### config.mk
export PLATFORM = sky130hd
export DESIGN_NAME = fc_stream_buffer
export DESIGN_NICKNAME = d
export VERILOG_FILES = /design/src/rtl/fc_stream_buffer.sv
export SDC_FILE = /design/constraint.sdc
export NUM_CORES = 2
export LEC_CHECK = 0
export ABC_AREA = 1
export CAP_MARGIN = 0
export CORE_AREA = 2 2 750 752
export DETAILED_ROUTE_END_ITERATION = 12
export DIE_AREA = 0 0 752 754
export MAX_ROUTING_LAYER = met4
export SYNTH_ARGS = -nofsm -noshare
export SYNTH_HDL_FRONTEND = slang
export SYNTH_SLANG_ARGS = --single-unit
### constraint.sdc
create_clock -name clk -period 97 [get_ports clk]
set_input_delay 9.7 -clock clk [delete_from_list [all_inputs] [get_ports clk]]
set_output_delay 9.7 -clock clk [all_outputs]
set_load 0.01 [all_outputs]
### src/rtl/fc_stream_buffer.sv
// Capture-and-serialise buffer: latches a parallel vector on save, then streams it word by word
// with data/valid delayed to match the weight-ROM latency. FC_STREAM_DOUBLE_BUF_EN enables a second ping-pong bank.
module fc_stream_buffer #(
    parameter int DATA_W    = 16,
    parameter int NUM_WORDS = 120,
    parameter int ADDR_W    = 7,
    parameter int ROM_LAT   = 2
) (
    input  logic                        clk,
    input  logic                        reset,
    input  logic                        save,
    input  logic [NUM_WORDS*DATA_W-1:0] din,
    input  logic                        stall,
    output logic                        rom_en,
    output logic [ADDR_W-1:0]           addr,
    output logic [DATA_W-1:0]           dout,
    output logic                        dout_valid,
    output logic                        last,
    output logic                        busy,
    output logic                        overflow
);
`ifdef FC_STREAM_DOUBLE_BUF_EN
    localparam int NUM_BANKS = 2;
    localparam logic BANK_TOGGLE = 1'b1;
`else
    localparam int NUM_BANKS = 1;
    localparam logic BANK_TOGGLE = 1'b0;
`endif
    localparam logic [ADDR_W-1:0] LAST_IDX = ADDR_W'(NUM_WORDS - 1);

    typedef enum logic {IDLE, STREAM} state_t;

    state_t                state_reg, state_next;
    logic [NUM_BANKS-1:0]  full_reg, full_next;
    logic                  wr_bank_reg, wr_bank_next;
    logic                  rd_bank_reg, rd_bank_next;
    logic [ADDR_W-1:0]     idx_reg, idx_next;
    logic                  overflow_reg, overflow_next;

    logic [DATA_W-1:0]     bank_mem [NUM_BANKS][NUM_WORDS];
    logic [DATA_W-1:0]     din_words [NUM_WORDS];
    logic [DATA_W-1:0]     rd_word;

    logic                  issue, last_issue, save_accept, other_full;

    logic [ROM_LAT-1:0]    pipe_valid_reg, pipe_last_reg;
    logic [DATA_W-1:0]     pipe_data_reg [ROM_LAT];
    logic [ROM_LAT-1:0]    valid_in, last_in;
    logic [DATA_W-1:0]     data_in [ROM_LAT];

    genvar gi;

    // Word 0 sits in the MSBs of din.
    generate
        for (gi = 0; gi < NUM_WORDS; gi++) begin : g_unpack
            assign din_words[gi] = din[(NUM_WORDS-gi)*DATA_W-1 -: DATA_W];
        end
    endgenerate

`ifdef FC_STREAM_DOUBLE_BUF_EN
    assign other_full = full_reg[~rd_bank_reg];
`else
    assign other_full = 1'b0;
`endif

    assign issue       = (state_reg == STREAM) && !stall;
    assign last_issue  = issue && (idx_reg == LAST_IDX);
    // The bank being drained stays full through its last-issue cycle.
    assign save_accept = save && !full_reg[wr_bank_reg];
    assign rd_word     = bank_mem[rd_bank_reg][idx_reg];

    always_comb begin
        state_next    = state_reg;
        full_next     = full_reg;
        wr_bank_next  = wr_bank_reg;
        rd_bank_next  = rd_bank_reg;
        idx_next      = idx_reg;
        overflow_next = overflow_reg | (save & ~save_accept);
        if (last_issue)
            full_next[rd_bank_reg] = 1'b0;
        if (save_accept) begin
            full_next[wr_bank_reg] = 1'b1;
            wr_bank_next           = wr_bank_reg ^ BANK_TOGGLE;
        end
        case (state_reg)
            IDLE: begin
                if ((|full_reg) || save_accept)
                    state_next = STREAM;
            end
            STREAM: begin
                if (last_issue) begin
                    idx_next     = '0;
                    rd_bank_next = rd_bank_reg ^ BANK_TOGGLE;
                    if (!other_full)
                        state_next = IDLE;
                end else if (issue) begin
                    idx_next = idx_reg + ADDR_W'(1);
                end
            end
            default: state_next = IDLE;
        endcase
    end

    always_ff @(posedge clk or posedge reset) begin
        if (reset) begin
            state_reg    <= IDLE;
            full_reg     <= '0;
            wr_bank_reg  <= 1'b0;
            rd_bank_reg  <= 1'b0;
            idx_reg      <= '0;
            overflow_reg <= 1'b0;
        end else begin
            state_reg    <= state_next;
            full_reg     <= full_next;
            wr_bank_reg  <= wr_bank_next;
            rd_bank_reg  <= rd_bank_next;
            idx_reg      <= idx_next;
            overflow_reg <= overflow_next;
        end
    end

    always_ff @(posedge clk) begin
        if (save_accept) begin
            for (int k = 0; k < NUM_WORDS; k++)
                bank_mem[wr_bank_reg][k] <= din_words[k];
        end
    end

    // The delay pipe free-runs so words already issued keep moving during a stall.
    generate
        for (gi = 0; gi < ROM_LAT; gi++) begin : g_pipe
            if (gi == 0) begin : g_head
                assign valid_in[gi] = issue;
                assign last_in[gi]  = last_issue;
                assign data_in[gi]  = rd_word;
            end else begin : g_tail
                assign valid_in[gi] = pipe_valid_reg[gi-1];
                assign last_in[gi]  = pipe_last_reg[gi-1];
                assign data_in[gi]  = pipe_data_reg[gi-1];
            end
        end
    endgenerate

    always_ff @(posedge clk or posedge reset) begin
        if (reset) begin
            pipe_valid_reg <= '0;
            pipe_last_reg  <= '0;
            for (int k = 0; k < ROM_LAT; k++)
                pipe_data_reg[k] <= '0;
        end else begin
            pipe_valid_reg <= valid_in;
            pipe_last_reg  <= last_in;
            pipe_data_reg  <= data_in;
        end
    end

    assign rom_en     = issue;
    assign addr       = idx_reg;
    assign dout       = pipe_data_reg[ROM_LAT-1];
    assign dout_valid = pipe_valid_reg[ROM_LAT-1];
    assign last       = pipe_last_reg[ROM_LAT-1];
    assign busy       = (|full_reg) || (|pipe_valid_reg);
    assign overflow   = overflow_reg;

endmodule
## Word level (Yosys, flattened, before mapping)

Memory sizes are Yosys's and may differ from the RTL's.
Cells that the tools add are included.

- Register bits: 46
- RAM bits: 1920
- Bits of input ports: 1924
- Output and inout bits: 28
- Word-level logic and storage cells: 40
- Memories kept: 1

- $add $sub $neg: 1
- Order comparisons: 1
- Eq/ne operators: 1
- Muxes and demuxes: 12
- Bitwise operators: 5
- Reduce and logical (&&, ||, !) cells: 11

Memories:

| name | depth | bits a word | read ports | clocked after Yosys merged registers in | write ports | RTL line | text |
|---|---|---|---|---|---|---|---|
| bank_mem | 1 | 1920 | 1 | 0 | 120 | 40 | `logic [DATA_W-1:0] bank_mem [NUM_BANKS][NUM_WORDS];` |

Operator list:

| cell | count |
|---|---|
| 16-bit binary-select mux with 7-bit select | 1 |
| 16-bit two-way mux | 2 |
| 7-bit two-way mux | 2 |
| 8-bit greater-or-equal comparator, second input constant | 1 |
| 7-bit inverter with 8-bit output | 1 |
| 7-bit by 1-bit adder with 7-bit output, second input constant | 1 |
| 7-bit equality test, second input constant | 1 |
| 1-bit two-way mux | 6 |
| 2-bit nonzero test | 2 |
| 1-bit logical AND | 3 |
| 1-bit logical NOT | 2 |
| 1-bit logical OR | 2 |
| 1-bit inverter | 2 |
| 1-bit case mux with 2 select lines | 1 |
| 2-bit AND reduction | 1 |
| 2-bit OR reduction | 1 |
| 1-bit bitwise AND | 1 |
| 1-bit OR | 1 |

## Depth between registers and ports, before layout

- Word-level depth: 5
- Depth in mapped cells: 16
- Mapped depth without buffers: 13

## Worst setup path after synthesis

No wires, ideal clock.

- Kind: input to register
- Start point: input port save
- End point: memory bank_mem[0][0] in the netlist's numbering (enable)
- Setup time: 4.335 ns
- Data arrival time: 90.178 ns
- Data required time: 92.665 ns
- Setup slack: 2.487 ns
- Stages on the path: 2
- Buffers on the path: 0
- Path through: inv_1 -> nor2_1

RTL lines:

| item | RTL line | text |
|---|---|---|
| start, declared | 11 | `input logic save,` |
| end, declared | 40 |  |

## Worst setup path after layout

- Start point: input port stall
- End point: output port rom_en

- Longest elaborated chain between the ends: 2

RTL lines:

| item | RTL line | text |
|---|---|---|
| start, declared | 13 | `input logic stall,` |
| 1-bit logical NOT | 66 | `assign issue = (state_reg == STREAM) && !stall;` |
| 1-bit logical AND | 66 |  |
| end, declared | 14 | `output logic rom_en,` |

No other way between the ends.

==> impl_metrics.toml <==
[status]
status = "finished with violations"
violations = "capacitance limit, slew limit"

[pwr]
seqPwrFrac_pct = 35.0
power_mw = 2.75
p_int_mw = 1.67
pwr-share-comb_pct = 33.6
power.density_nw_per_um2 = 23.7
vdd_drop_max_v = 0.0000187
p_leak_nw = 41.0
netSwitchingFraction_pct = 39.3
clockPowerShare_pct = 31.4
switchingPower_mw = 1.08

[yosys]
synth-compound-area-share_pct = 1.74
synthArstFlopShare_pct = 2.34
synth_top_area_share_pct = 71.6
ys_ff_latch = 1966
synth.yosys.seq_area_share_pct = 73.1
synth_common_cells = "nand2_1, edfxtp_1, nand3_1"
avgSynthCellArea_um2 = 11.6
synth_top_flop_cell = "edfxtp_1"
syn_area_um2 = 80500
yosysTopAreaCell = "edfxtp_1"
yosys_warnings = 0
syn_inst = 6949
synth_enable_flop_cells = 1920
muxShareOfSynthArea_pct = 0
synth_xor_xnor_area_share_pct = 0.0109
synth_top_family_by_area = "simple AND/OR/NAND/NOR gates"
ys_top_cells_by_area = "edfxtp_1, nand2_1, nand3_1"
synth_cell_types = 29
yosysMostFrequentCell = "nand2_1"
synthAdderAreaFrac_pct = 0.0155
synth-simple-area-share_pct = 20.4
synth_nets = 8874

[final_layout]
final_nets = 10800
largest-register = "bank_mem"
drive_gt1_share_pct = 5.53
largest_reg_flops = 1920
multi_input_area_um2 = 17900
num-fill-cells = 60300
regArea_um2 = 58800
fin_cells = 16700
area_growth_pct = 44.1

[clocking]
clk_latency_ns = 0.95
cts_tree = "built"
cts.sinks = 1966
clock_path_buffers = 4
clk_pin_slew_worst_paths_ns = 0.06
cts_buffers = 225
cts_resized = 0
ctsHoldBuffers = 0
cts_root_buf = "clkbuf_16"
cts_setup_buffers = 0
htreeDepth = 4

[drt]
firstDrtPassIters = 5
ant_nets = 0
route.vias.total = 61200
viasPerCell = 3.66
wl_per_cell_um = 26.2
drt-initial-drc-count = 6177
wl_um = 439000
drcViolationCount = 0

[die]
die-area_um2 = 567000
ios = 1952
core_area_um2 = 559000
rows = 275
die_x_um = 752
start_util_pct = 14.4
die_y_um = 754

[sta]
final_max_slew_viol_count = 2
fin_crit_sh_pct = 21.4
fin_crit_ns = 20.74
clock_skew_ns = 0.0635
worst_pin_slew_ns = 1.67
setup_violations = 0
finalHoldViolations = 0
tns_ns = 0
rsz0062_at_grt = "false"
fmax_mhz = 48.2
relSlewSlack_pct = -12.8

[grt]
grt_pass1_wl_um = 555000
grt-ovfl-total = 0
grt_pass1_vias = 59600
antenna_found_initial = 178
grt_max_degree = 170
grt.total_usage_pct = 15.1

[worst_setup_path]
start_kind = "primary input"
cp_slowest_cell = "clkdlybuf4s50_1"
arrival_ns = 11.04
r2r_setup_slack_ns = 90.40
rr_worst_depth = 8
path_class = "in -> out"
critPathMaxFanout = 7
crit_chain = "clkdlybuf4s50_1 -> nor2_2 -> clkdlybuf4s50_1"
cp-end-kind = "primary output"
slowest_delay_ns = 0.61
cp.required_ns = 87.30
cp_common_cell = "clkdlybuf4s50_1"

[flow_run]
maxCapViolations = 1

[placed_design]
place.gp.congestion = 0.889
dp_hpwl_um = 345000
portBuffers = 1951
place_inst = 16100

[hold_path]
whs_path_depth = 0
hold_class = "reg -> reg"
[layout by cell type, fill, tap and decap left out, drive strengths merged, types with 4 or more instances in the layout]
cell and instances:
a21oi 41, and2 6, buf 152, bufinv 21, clkbuf 280, clkdlybuf4s50 1951
clkinv 85, clkinvlp 13, dfrtp 46, diode 199, edfxtp 1920, inv 336
nand2 2340, nand3 1187, nor2 437, nor3 4, o211ai 22, o21ai 201
[kinds of logic (layout without fill, tap and decap cells)]
logic type | count (synthesis) | after routing
AOI/OAI and AO/OA | 267 | 267
xor gates and xnor gates | 1 | 1
adders and majority gates | 1 | 1
buffers and inverters | 739 | 2838
DFF | 1966 | 1966
other | 0 | 199
and+or+nand+nor | 3975 | 3975
[area by class of cell]
cell class	instances	share of cell area, %
Sequential cell	1966	50.7
Timing Repair Buffer	2103	18.0
Multi-Input combinational cell	4244	15.4
Tap cell	7479	8.07
Clock buffer	280	5.05
Clock inverter	129	1.26
Inverter	326	1.08
Antenna cell	199	0.429
[worst paths after layout]
| check | startpoint | endpoint |
|---|---|---|
| max | stall | rom_en |
| min | data_in[7] | dout[7] |
| max reg2reg | full_reg | bank_mem[0][853] |
| min reg2reg | data_in[7] | dout[7] |
| max in group asynchronous | reset | dout[8] |
| min in group asynchronous | reset | dout[7] |
[metal layers]
| layer | global-route usage (%) | routed length [µm] | up-vias | part of all wire (%) |
|---|---|---|---|---|
| met3 | 3.41 | 34500 | 608 | 7.9 |
| met5 | - | 0 | - | 0 |
| met1 | 17.8 | 175000 | 29600 | 40 |
| met2 | 25.2 | 211000 | 3127 | 48 |
| li1 | - | - | 27900 | - |
| met4 | 5.59 | 18600 | 0 | 4.2 |
[metrics by stage]
step | utilization (%) | cell area [µm²] | hold slack (ns) | setup WS [ns]
4_1_cts | 20.7 | 116000 | 0.348 | 76.24
3_5_place_dp | 19.4 | 108000 | 0.336 | 76.24
2_1_floorplan | - | 80500 | 0.331 | 2.49
5_1_grt | 20.7 | 116000 | 0.358 | 76.20
3_3_place_gp | 19.3 | 108000 | 0.334 | 76.21
6_report | 20.7 | 116000 | 0.347 | 76.26
[power groups by stage]
stage               clock, mW  combinational (mW)  sequential [mW]
global route            0.918                1.01            0.965
global placement            0               0.981            0.983
finish                  0.864               0.924            0.963
CTS                     0.891               0.984            0.965
floorplan                   0               0.370             1.01
detailed placement          0               0.981            0.983
[critical path, delay by kind of cell]
kind | cells | cell delay, ns
and+or+nand+nor | 1 | 0.30
buffers and inverters | 2 | 1.04
(Power assumes the default switching activity.)
